===== src/rtl/hier_merge_pkg.sv =====
// Shared constants and width helpers for the hierarchical merge array.
package hier_merge_pkg;

  localparam int unsigned DEF_NUM_CH = 2;
  localparam int unsigned DEF_DATA_W = 8;
  localparam int unsigned DEF_BUS_W  = 2;
  localparam int unsigned DEF_CNT_W  = 16;

  // Channel-index width, never narrower than one bit.
  function automatic int unsigned ch_w(input int unsigned n);
    return (n <= 2) ? 1 : $clog2(n);
  endfunction

endpackage


===== src/rtl/hier_merge_array_if.sv =====
// Channel-side and merged-output handshake bundle of hier_merge_array.
interface hier_merge_array_if
  import hier_merge_pkg::*;
#(
  parameter int unsigned NUM_CH = DEF_NUM_CH,
  parameter int unsigned DATA_W = DEF_DATA_W,
  parameter int unsigned BUS_W  = DEF_BUS_W,
  parameter int unsigned CNT_W  = DEF_CNT_W
);
  localparam int unsigned CH_W = ch_w(NUM_CH);

  logic [NUM_CH-1:0]        in_valid;
  logic [NUM_CH-1:0]        in_ready;
  logic [NUM_CH*DATA_W-1:0] in_data;
  logic [BUS_W-1:0]         cfg_bus;
  logic                     out_valid;
  logic                     out_ready;
  logic [DATA_W-1:0]        out_data;
  logic [CH_W-1:0]          out_ch;
  logic [CNT_W-1:0]         xfer_cnt;

  modport master (
    output in_valid, in_data, cfg_bus, out_ready,
    input  in_ready, out_valid, out_data, out_ch, xfer_cnt
  );

  modport slave (
    input  in_valid, in_data, cfg_bus, out_ready,
    output in_ready, out_valid, out_data, out_ch, xfer_cnt
  );
endinterface


===== src/rtl/merge_stage.sv =====
// One-entry channel buffer storing payload plus the broadcast offset.
module merge_stage
  import hier_merge_pkg::*;
#(
  parameter int unsigned DATA_W = DEF_DATA_W,
  parameter int unsigned BUS_W  = DEF_BUS_W
) (
  input  logic              clk,
  input  logic              reset,
  input  logic              in_valid_i,
  input  logic [DATA_W-1:0] in_data_i,
  input  logic [BUS_W-1:0]  cfg_i,
  input  logic              drain_i,
  output logic              ready_c_o,
  output logic              full_o,
  output logic [DATA_W-1:0] data_o
);

  logic              full_q, full_d;
  logic [DATA_W-1:0] data_q, data_d;
  logic              accept_c;

  // Draining and refilling in the same cycle keeps the slot occupied.
  assign ready_c_o = ~reset & (~full_q | drain_i);
  assign accept_c  = in_valid_i & ready_c_o;

  always_comb begin
    full_d = full_q;
    data_d = data_q;
    if (drain_i) full_d = 1'b0;
    if (accept_c) begin
      full_d = 1'b1;
      data_d = in_data_i + DATA_W'(cfg_i);
    end
  end

  always_ff @(posedge clk) begin
    if (reset) begin
      full_q <= 1'b0;
      data_q <= '0;
    end else begin
      full_q <= full_d;
      data_q <= data_d;
    end
  end

  assign full_o = full_q;
  assign data_o = data_q;

endmodule


===== src/rtl/hier_merge_array.sv =====
// Merges NUM_CH buffered channels onto one output with round-robin arbitration.
module hier_merge_array
  import hier_merge_pkg::*;
#(
  parameter int unsigned NUM_CH = DEF_NUM_CH,
  parameter int unsigned DATA_W = DEF_DATA_W,
  parameter int unsigned BUS_W  = DEF_BUS_W,
  parameter int unsigned CNT_W  = DEF_CNT_W
) (
  input  logic              clk,
  input  logic              reset,
  hier_merge_array_if.slave bus
);

  localparam int unsigned CH_W = ch_w(NUM_CH);

  logic [NUM_CH-1:0] full;
  logic [NUM_CH-1:0] ready_c;
  logic [NUM_CH-1:0] drain_c;
  logic [DATA_W-1:0] stage_data [NUM_CH];

  logic [CH_W-1:0]   rr_ptr_q, rr_ptr_d;
  logic [CH_W-1:0]   lock_ch_q, lock_ch_d;
  logic              lock_q, lock_d;
  logic [CNT_W-1:0]  cnt_q, cnt_d;
  logic [CH_W-1:0]   rr_grant_c, grant_c;
  logic              out_valid_c, xfer_c;

  for (genvar i = 0; i < NUM_CH; i++) begin : g_ch
    merge_stage #(.DATA_W(DATA_W), .BUS_W(BUS_W)) u_stage (
      .clk       (clk),
      .reset     (reset),
      .in_valid_i(bus.in_valid[i]),
      .in_data_i (bus.in_data[i*DATA_W +: DATA_W]),
      .cfg_i     (bus.cfg_bus),
      .drain_i   (drain_c[i]),
      .ready_c_o (ready_c[i]),
      .full_o    (full[i]),
      .data_o    (stage_data[i])
    );
  end

  // Scan from the farthest wrapped index down so the nearest full channel wins.
  always_comb begin
    int unsigned idx;
    idx        = 0;
    rr_grant_c = '0;
    for (int unsigned k = 0; k < NUM_CH; k++) begin
      idx = 32'(rr_ptr_q) + (NUM_CH - 1 - k);
      if (idx >= NUM_CH) idx = idx - NUM_CH;
      if (full[CH_W'(idx)]) rr_grant_c = CH_W'(idx);
    end
  end

  assign grant_c     = lock_q ? lock_ch_q : rr_grant_c;
  assign out_valid_c = ~reset & (|full);
  assign xfer_c      = out_valid_c & bus.out_ready;

  always_comb begin
    drain_c = '0;
    for (int i = 0; i < NUM_CH; i++) drain_c[i] = xfer_c & (grant_c == CH_W'(i));
  end

  assign bus.in_ready  = ready_c;
  assign bus.out_valid = out_valid_c;
  assign bus.out_data  = out_valid_c ? stage_data[grant_c] : '0;
  assign bus.out_ch    = out_valid_c ? grant_c : '0;
  assign bus.xfer_cnt  = cnt_q;

  // A stalled output pins the grant so data and index stay stable.
  always_comb begin
    rr_ptr_d  = rr_ptr_q;
    cnt_d     = cnt_q;
    lock_d    = out_valid_c & ~bus.out_ready;
    lock_ch_d = grant_c;
    if (xfer_c) begin
      rr_ptr_d = (grant_c == CH_W'(NUM_CH - 1)) ? '0 : grant_c + CH_W'(1);
      cnt_d    = (&cnt_q) ? cnt_q : cnt_q + CNT_W'(1);
    end
  end

  always_ff @(posedge clk) begin
    if (reset) begin
      rr_ptr_q  <= '0;
      lock_q    <= 1'b0;
      lock_ch_q <= '0;
      cnt_q     <= '0;
    end else begin
      rr_ptr_q  <= rr_ptr_d;
      lock_q    <= lock_d;
      lock_ch_q <= lock_ch_d;
      cnt_q     <= cnt_d;
    end
  end

endmodule


===== src/flat_wrapper.sv =====
// flat-port wrapper written by rule: the top's interface ports become plain ports
module hier_merge_array_flat import hier_merge_pkg::*;
#(
  parameter int unsigned NUM_CH = DEF_NUM_CH,
  parameter int unsigned DATA_W = DEF_DATA_W,
  parameter int unsigned BUS_W  = DEF_BUS_W,
  parameter int unsigned CNT_W  = DEF_CNT_W
)
  (clk, reset, bus_in_valid, bus_in_data, bus_cfg_bus, bus_out_ready, bus_in_ready, bus_out_valid, bus_out_data, bus_out_ch, bus_xfer_cnt);
  hier_merge_array_if #(.NUM_CH(NUM_CH), .DATA_W(DATA_W), .BUS_W(BUS_W), .CNT_W(CNT_W)) bus_i ();
  input  logic clk;
  input  logic reset;
  input wire logic [$bits(bus_i.in_valid)-1:0] bus_in_valid;
  input wire logic [$bits(bus_i.in_data)-1:0] bus_in_data;
  input wire logic [$bits(bus_i.cfg_bus)-1:0] bus_cfg_bus;
  input wire logic [$bits(bus_i.out_ready)-1:0] bus_out_ready;
  output wire logic [$bits(bus_i.in_ready)-1:0] bus_in_ready;
  output wire logic [$bits(bus_i.out_valid)-1:0] bus_out_valid;
  output wire logic [$bits(bus_i.out_data)-1:0] bus_out_data;
  output wire logic [$bits(bus_i.out_ch)-1:0] bus_out_ch;
  output wire logic [$bits(bus_i.xfer_cnt)-1:0] bus_xfer_cnt;
  assign bus_i.in_valid = bus_in_valid;
  assign bus_i.in_data = bus_in_data;
  assign bus_i.cfg_bus = bus_cfg_bus;
  assign bus_i.out_ready = bus_out_ready;
  assign bus_in_ready = bus_i.in_ready;
  assign bus_out_valid = bus_i.out_valid;
  assign bus_out_data = bus_i.out_data;
  assign bus_out_ch = bus_i.out_ch;
  assign bus_xfer_cnt = bus_i.xfer_cnt;
  hier_merge_array #(.NUM_CH(NUM_CH), .DATA_W(DATA_W), .BUS_W(BUS_W), .CNT_W(CNT_W)) u_core (.clk(clk), .reset(reset), .bus(bus_i));
endmodule

===== config.mk =====
export PLATFORM = sky130hd
export DESIGN_NAME = hier_merge_array_flat
export DESIGN_NICKNAME = d
export VERILOG_FILES = /design/src/rtl/hier_merge_pkg.sv /design/src/rtl/hier_merge_array_if.sv /design/src/rtl/merge_stage.sv /design/src/rtl/hier_merge_array.sv /design/src/flat_wrapper.sv
export SDC_FILE = /design/constraint.sdc
export NUM_CORES = 1
export LEC_CHECK = 0
export BUFFER_PORTS_ARGS = -buffer_cell sky130_fd_sc_hd__buf_2
export CAP_MARGIN = 40
export CORE_MARGIN = 2
export CORE_UTILIZATION = 40
export CTS_BUF_LIST = sky130_fd_sc_hd__clkbuf_2 sky130_fd_sc_hd__clkbuf_4 sky130_fd_sc_hd__clkbuf_8
export CTS_CLUSTER_DIAMETER = 40
export CTS_CLUSTER_SIZE = 12
export DETAILED_ROUTE_END_ITERATION = 16
export GPL_ROUTABILITY_DRIVEN = 0
export PLACE_DENSITY = 0.72
export SYNTH_ARGS = -nofsm -noshare
export SYNTH_HDL_FRONTEND = slang
export SYNTH_HIERARCHICAL = 1
export SYNTH_SLANG_ARGS = --single-unit

===== constraint.sdc =====
create_clock -name clk -period 5.6 [get_ports clk]
set_input_delay 1.12 -clock clk [delete_from_list [all_inputs] [get_ports clk]]
set_output_delay 1.12 -clock clk [all_outputs]
set_load 0.05 [all_outputs]

---- Word-level counts from Yosys, hierarchy flattened ----
Cells that the tools add are included.
word-level totals
  logic and storage cells ................. 62
  flip-flop bits (word level) ............. 37
  output and inout port bits .............. 28
cells by class
  reductions and logical operators ........ 5
  bitwise logic cells ..................... 18
  magnitude comparators ................... 5
  multiplexer cells ....................... 19
  add/sub/neg operators ................... 7
operator list
  cell                                                                           count
  8-bit 2-to-1 mux                                                               4
  16-bit by 1-bit adder with 16-bit output (second input constant)               1
  8-bit by 2-bit adder with 8-bit output                                         2
  16-bit AND reduction                                                           1
  1-bit 2-to-1 mux                                                               15
  1-bit bitwise AND                                                              9
  1-bit inverter                                                                 6
  2-bit >= comparator (second input constant)                                    2
  1-bit by 2-bit less-than comparator with 1-bit output (second input constant)  2
  2-bit nonzero test                                                             2
  1-bit by 1-bit adder with 2-bit output (second input constant)                 1
  1-bit by 2-bit >= comparator with 1-bit output (second input constant)         1
  1-bit inverter with 2-bit output                                               1
  1-bit OR                                                                       2
  2-bit AND reduction                                                            1
  2-bit OR reduction                                                             1
  1-bit subtractor (second input constant)                                       2
  1-bit adder (second input constant)                                            1

---- Logic depth before layout (Yosys ltp) ----
Gate-level depths: netlist of run 1.
  depth after elaboration ................. 14
  gate-level depth with buffers ........... 10
  gate-level depth less buffers ........... 9

---- Modules after synthesis ----
The synthesis of run 1 kept the hierarchy.
modules (own cells, without submodules)
  module            cells each  sequential area each (µm²)  times used  area each (µm²)
  hier_merge_array  133         380.4                       1           1134.8
  merge_stage       57          180.2                       2           489.2

---- Worst setup path before layout of run 1 ----
OpenSTA, ideal clock, no wires.
  kind .................................... input port to output port
  start point ............................. in reset
  end point ............................... out bus_in_ready[0]
  setup slack ............................. 1.713 ns
  arrival time ............................ 2.767 ns
  required time ........................... 4.480 ns
  stages on the path ...................... 7
  cells stage by stage .................... inv_1 o21ai_2 inv_1 nand2_1 nor2_1 nor2b_1 nor2_1
on the way
  word-level cells in the longest chain between the ends .. 6
RTL lines
  element                RTL line                RTL
  start, declared        flat_wrapper.sv:12      input logic reset;
  1-bit inverter         hier_merge_array.sv:56  assign out_valid_c = ~reset & (|full);
  1-bit bitwise AND      hier_merge_array.sv:56
  net bus_out_valid      flat_wrapper.sv:18      output wire logic [$bits(bus_i.out_valid)-1:0] bus_out_valid;
  1-bit bitwise AND      hier_merge_array.sv:57  assign xfer_c = out_valid_c & bus.out_ready;
  1-bit bitwise AND      hier_merge_array.sv:61  for (int i = 0; i < NUM_CH; i++) drain_c[i] = xfer_c & (grant_c == CH_W'(i));
  net u_core.drain_c[0]  hier_merge_array.sv:19  logic [NUM_CH-1:0] drain_c;
  1-bit OR               merge_stage.sv:24       assign ready_c_o = ~reset & (~full_q | drain_i);
  1-bit bitwise AND      merge_stage.sv:24
  end, declared          flat_wrapper.sv:17      output wire logic [$bits(bus_i.in_ready)-1:0] bus_in_ready;
The timed path passes the listed nets, and every way through them passes these cells.

---- Worst setup path in the final report of run 1 ----
  start point ............................. in reset
  end point ............................... out bus_in_ready[0]
on the way
  word-level cells in the longest chain between the ends .. 6
RTL lines
  element                RTL line
  1-bit inverter         hier_merge_array.sv:56
  1-bit bitwise AND      hier_merge_array.sv:56
  1-bit bitwise AND      hier_merge_array.sv:57
  1-bit bitwise AND      hier_merge_array.sv:61
  net u_core.drain_c[0]  hier_merge_array.sv:19
  1-bit OR               merge_stage.sv:24
  1-bit bitwise AND      merge_stage.sv:24
The timed path passes the listed nets, and every way through them passes these cells.

==> results of run 1 <==
## registers in the layout (all words and copies together) (netlist names)
name,cells
u_core/bus.xfer_cnt,16
u_core/g_ch.u_stage/data_o,16
u_core/g_ch.u_stage/full_o,2
u_core/lock_ch_q,1
u_core/lock_q,1
u_core/rr_ptr_q,1
## worst reg2reg max path, delay by kind of cell (launching register included)
kind | cells | cell delay [ps]
simple gates | 4 | 680
compound gates | 2 | 620
buf+inv | 2 | 340
flops | 1 | 380
## area by class of cell
cell class                 count  area share
multi-input combinational    184       0.502
inverter                      15      0.0225
clock inverter                 2      0.0140
tap                           70      0.0350
clock buffer                   5      0.0275
timing repair buffer          51       0.103
sequential                    37       0.296
## cells in the mapped netlist (2+ instances only)
cell	instances	area share
nor2b_1	8	0.024
or3_1	3	0.0089
and4_4	2	0.011
o21ai_0	15	0.036
or3b_1	2	0.0083
mux2i_1	11	0.052
ha_1	5	0.030
xor2_1	8	0.033
o31ai_1	6	0.021
and2_1	4	0.012
nand3b_1	12	0.043
clkbuf_1	6	0.011
and4_1	2	0.0083
mux2_2	2	0.011
and3_1	3	0.0089
o41ai_1	2	0.0083
nor4_1	2	0.0059
nand2_1	18	0.032
nor2_1	24	0.043
inv_1	15	0.027
or4_1	5	0.018
nand2b_1	4	0.012
a21o_1	2	0.0071
fa_1	2	0.019
dfxtp_1	37	0.35
o21ai_2	3	0.012
nand3_1	6	0.014
o311ai_0	3	0.012
a211oi_1	2	0.0071
nor3_1	2	0.0047
a21oi_1	6	0.014
xnor2_1	4	0.017
nand4_1	7	0.021
## logic make-up (layout without fill, tap and decap cells)
| group | Yosys count | after routing | share of synthesized area |
|---|---|---|---|
| multiplexers | 13 | 13 | 0.0628 |
| buffers and inverters | 26 | 73 | 0.0580 |
| adder cells (fa/ha/maj) | 7 | 7 | 0.0486 |
| flip-flops | 37 | 37 | 0.351 |
| AND/OR/NAND/NOR | 107 | 107 | 0.288 |
| AO/OA/AOI/OAI | 45 | 45 | 0.143 |
| XOR/XNOR | 12 | 12 | 0.0497 |
## per-layer routing
layer | track usage | part of all wire | vias up
met5 | 0 | 0 | -
met4 | 0.0545 | 0.012 | 0
met3 | 0.0435 | 0.048 | 4
met2 | 0.257 | 0.45 | 53
met1 | 0.227 | 0.49 | 801
li1 | - | - | 978
## final timing paths
| kind | endpoint | from | cells after the start | slack, ps |
|---|---|---|---|---|
| max reg2reg | u_core/g_ch[0].u_stage/data_o[7] | u_core/g_ch[1].u_stage/full_o | 8 | 3530 |
| max | bus_in_ready[0] | reset | 9 | 1450 |
| min | u_core/g_ch[0].u_stage/data_o[0] | u_core/g_ch[0].u_stage/data_o[0] | 2 | 480 |
| min reg2reg | u_core/g_ch[0].u_stage/data_o[0] | u_core/g_ch[0].u_stage/data_o[0] | 2 | 480 |
## power by group through the flow
stage	sequential (mW)	combinational, mW	clock [mW]
after detailed placement	0.291	0.0916	0
after CTS	0.285	0.0922	0.228
after floorplan	0.290	0.0637	0
after global routing	0.286	0.102	0.242
final	0.284	0.0918	0.221
after global placement	0.290	0.0891	0
==> flow_metrics.env, run 1 <==
export IMPL_leakage_nw=1.06
export IMPL_worst_ir_drop_vdd_mv=0.0992
export IMPL_fin_area_sq_um=2500
export IMPL_cts_buffers=5
export IMPL_grt_max_degree=34
export IMPL_htreeDepth=2
export IMPL_internal_power_mw=0.440
export IMPL_worst_pin_slew_ps=586
export IMPL_relSlewSlack=0.607
export IMPL_synth_edf_count=0
export IMPL_drv_cap=0
export IMPL_first_global_vias=1725
export IMPL_num_antenna_cells=0
export IMPL_p_comb_frac=0.154
export IMPL_dpl_hpwl_um=3450
export IMPL_final_common_cell="buf_2"
export IMPL_rows=26
export IMPL_swShare=0.264
export IMPL_port_buffers=50
export IMPL_syn_area_sq_um=2110
export IMPL_drive_above_1_share=0.235
export IMPL_critical_path_top_delay_family="buffers and inverters"
export IMPL_postCtsSetupBuffers=0
export IMPL_synth_seq_area_share=0.351
export IMPL_critical_path_max_fanout=33
export IMPL_cts_resized=0
export IMPL_critPathKind="in2out"
export IMPL_routedWlPerCell_um=12.6
export IMPL_clock_latency_ps=290
export IMPL_fill_cells=519
export IMPL_finalHoldViolCount=0
export IMPL_pre_cts_ws_ps=1450
export IMPL_async_flop_share=0
export IMPL_dieArea_sq_um=5880
export IMPL_layout_nets=324
export IMPL_dp_cells=357
export IMPL_grtUsageTotal=0.167
export IMPL_dieWidth_um=76.7
export IMPL_io_pins=51
export IMPL_fin_tns_setup_ps=0
export IMPL_fmax_mhz=241
export IMPL_cts_sinks=37
export IMPL_syn_area_per_cell_sq_um=8.56
export IMPL_grt_pass1_wl_um=7940
export IMPL_slowest_stage="buf_2"
export IMPL_slowest_delay_ps=410
export IMPL_drc=0
export IMPL_final_cell_mix="buf_2 (50), dfxtp_1 (37), nor2_1 (24)"
export IMPL_p_seq_frac=0.476
export IMPL_finClkSkew_ps=7.50
export IMPL_cts_tree="done"
export IMPL_syn_nets=277
export IMPL_multiInputGateArea_sq_um=1250
export IMPL_core_area_sq_um=5110
export IMPL_cp_arrival_ps=3030
export IMPL_wirelength_um=4580
export IMPL_initial_core_util=0.414
export IMPL_grt_antenna_before_repair=0
export IMPL_critPathBufInv=4
export IMPL_worst_slack_ps=1450
export IMPL_vias_per_cell=5.04
export IMPL_switching_power_mw=0.158
export IMPL_fin_util=0.490
export IMPL_rsz0062_at_grt="false"
export IMPL_post_route_period_util=0.742
export IMPL_yosysUniqueCellTypes=47
export IMPL_ant_nets=0
export IMPL_clockBufferDepth=2
export IMPL_clk_pin_slew_ps=70
export IMPL_drt_iter0_drc=136
export IMPL_setup_viol=0
export IMPL_layout_cells_non_filler=364
export IMPL_area_growth_pct=18.4
export IMPL_synth_main_ff_cell="dfxtp_1"
export IMPL_cts_root_buf="clkbuf_8"
export IMPL_min_path_type="reg2reg"
export IMPL_yosys_warnings=6
export IMPL_syn_instance_count=247
export IMPL_crit_path_end_kind="output port"
export IMPL_worstPathRequired_ps=4480
export IMPL_dr_pass1_iters=4
export IMPL_dpl_instance_area_sq_um=2400
export IMPL_holdWs_ps=477
export IMPL_ys_ff_latch=37
export IMPL_period_needed_ps=4150
export IMPL_die_h_um=76.7
export IMPL_path_cells="buf_2 -> inv_1 -> o21ai_2 -> inv_1 -> nand2_1 -> nor2_1 -> nor2b_1 -> nor2_1 -> buf_2"
export IMPL_cp_start_kind="input port"
export IMPL_power_mw=0.597
export IMPL_power_density_nw_per_um2=239
export IMPL_pwr_share_clk=0.370
export IMPL_ctsHoldBuffers=0
export IMPL_slew_violations=0
export IMPL_outcome="completed"
export IMPL_num_vias=1836
export IMPL_overflow=0
export IMPL_seq_area_sq_um=741
(Power assumes the default switching activity.)
==> run 2, diff against run 1 <==
==> constraint.sdc (replaced) <==
create_clock -name clk -period 4.3 [get_ports clk]
set_input_delay 0.86 -clock clk [delete_from_list [all_inputs] [get_ports clk]]
set_output_delay 0.86 -clock clk [all_outputs]
set_load 0.05 [all_outputs]
==> run 2 against run 1 <==
Critical path depth unchanged. Register-to-register slack got worse by 1200 ps. Clock skew fell by 3.7 ps.
==> flow_metrics.env, run 2 (same netlist as run 1, synthesis figures left out) <==
export IMPL_htreeDepth=2
export IMPL_dr_pass1_iters=4
export IMPL_slew_violations=0
export IMPL_critPathKind="in2out"
export IMPL_fin_tns_setup_ps=0
export IMPL_initial_core_util=0.414
export IMPL_routedWlPerCell_um=12.4
export IMPL_grt_antenna_before_repair=0
export IMPL_finalHoldViolCount=0
export IMPL_cts_sinks=37
export IMPL_post_route_period_util=0.767
export IMPL_cp_arrival_ps=2440
export IMPL_dieWidth_um=76.7
export IMPL_worst_ir_drop_vdd_mv=0.138
export IMPL_clk_pin_slew_ps=70
export IMPL_grt_max_degree=33
export IMPL_relSlewSlack=0.653
export IMPL_layout_cells_non_filler=366
export IMPL_critical_path_max_fanout=11
export IMPL_clockBufferDepth=2
export IMPL_critPathBufInv=4
export IMPL_leakage_nw=1.06
export IMPL_worst_pin_slew_ps=520
export IMPL_outcome="completed"
export IMPL_min_path_type="reg2reg"
export IMPL_postCtsSetupBuffers=0
export IMPL_drv_cap=0
export IMPL_final_common_cell="buf_2"
export IMPL_fmax_mhz=303
export IMPL_cts_resized=0
export IMPL_r2r_slack_ps=2290
export IMPL_dp_cells=358
export IMPL_rows=26
export IMPL_path_depth=9
export IMPL_overflow=0
export IMPL_cts_root_buf="clkbuf_8"
export IMPL_crit_end="bus_in_ready[1]"
export IMPL_port_buffers=50
export IMPL_slowest_stage="buf_2"
export IMPL_num_antenna_cells=0
export IMPL_crit_start="reset"
export IMPL_grtUsageTotal=0.161
export IMPL_ctsHoldBuffers=0
export IMPL_cp_start_kind="input port"
export IMPL_num_vias=1874
export IMPL_clock_latency_ps=290
export IMPL_path_cells="buf_2 -> inv_1 -> o21ai_2 -> inv_1 -> nand2_1 -> nor2b_1 -> nor2b_1 -> nor2_1 -> buf_2"
export IMPL_drive_above_1_share=0.240
export IMPL_period_needed_ps=3300
export IMPL_cts_buffers=5
export IMPL_power_density_nw_per_um2=293
export IMPL_drt_iter0_drc=55
export IMPL_slowest_delay_ps=280
export IMPL_dpl_hpwl_um=3380
export IMPL_first_global_vias=1667
export IMPL_setup_viol=0
export IMPL_wirelength_um=4550
export IMPL_ant_nets=0
export IMPL_vias_per_cell=5.12
export IMPL_die_h_um=76.7
export IMPL_crit_path_end_kind="output port"
export IMPL_worstReg2RegStart="u_core/g_ch[0].u_stage/full_o"
export IMPL_reg2reg_to="u_core/bus.xfer_cnt[9]"
export IMPL_io_pins=51
export IMPL_dpl_instance_area_sq_um=2400
export IMPL_r2r_cells=5
export IMPL_worstPathRequired_ps=3440
export IMPL_fin_area_sq_um=2490
export IMPL_area_growth_pct=17.9
export IMPL_dieArea_sq_um=5880
export IMPL_core_area_sq_um=5110
export IMPL_drc=0
export IMPL_finClkSkew_ps=3.78
export IMPL_rsz0062_at_grt="false"
export IMPL_layout_nets=325
export IMPL_grt_pass1_wl_um=7640
export IMPL_critical_path_top_delay_family="buffers and inverters"
export IMPL_cts_tree="done"
export IMPL_final_cell_mix="buf_2 (50), dfxtp_1 (37), nor2_1 (24)"
## run 2: how the worst min path moves through the flow
stage	to	slack, ps	depth (start not counted)	from
floorplan	u_core/g_ch[0].u_stage/data_o[0]	450	2	u_core/g_ch[0].u_stage/data_o[0]
global placement	u_core/g_ch[0].u_stage/data_o[0]	470	2	u_core/g_ch[0].u_stage/data_o[0]
detailed placement	u_core/g_ch[0].u_stage/data_o[0]	470	2	u_core/g_ch[0].u_stage/data_o[0]
CTS	u_core/g_ch[0].u_stage/data_o[0]	480	2	u_core/g_ch[0].u_stage/data_o[0]
global route	u_core/rr_ptr_q	510	1	u_core/rr_ptr_q
finish	u_core/bus.xfer_cnt[11]	490	2	u_core/bus.xfer_cnt[11]
## run 2: tightest hold or removal path: cells and delay by family, from the launching register on
family	cells	cell delay, ps
buffers and inverters	1	60
AOI/OAI and AO/OA	1	50
DFF	1	340
## run 2: area by class of cell
class	count	area [sq um]
flip-flops and latches	37	741
well taps	70	87.6
multi-input cells	184	1250
inverters	15	56.3
clock inverters	2	10.0
clock buffers	6	76.3
fillers	511	2620
repair buffers	52	265
## run 2: stage by stage
step	setup WS, ps	total power, mW	hold WS, ps	utilization
global placement	1110	0.496	466	0.471
floorplan	933	0.460	449	-
CTS	1010	0.738	484	0.488
finish	1000	0.731	490	0.488
global route	803	0.775	513	0.488
detailed placement	1020	0.498	473	0.471
## run 2: routing by layer
layer / part of all wire / wire length (um) / global-route usage
met2: 0.45 / 2030 / 0.238
met1: 0.48 / 2160 / 0.220
met4: 0.015 / 69 / 0.0655
met5: 0 / 0 / 0
met3: 0.064 / 292 / 0.0471
## run 2: power by group
part | switching (mW) | leakage, nW | internal (mW)
clock network | 0.123 | 0.0484 | 0.119
registers | 0.0112 | 0.302 | 0.359
logic | 0.0741 | 0.712 | 0.0454
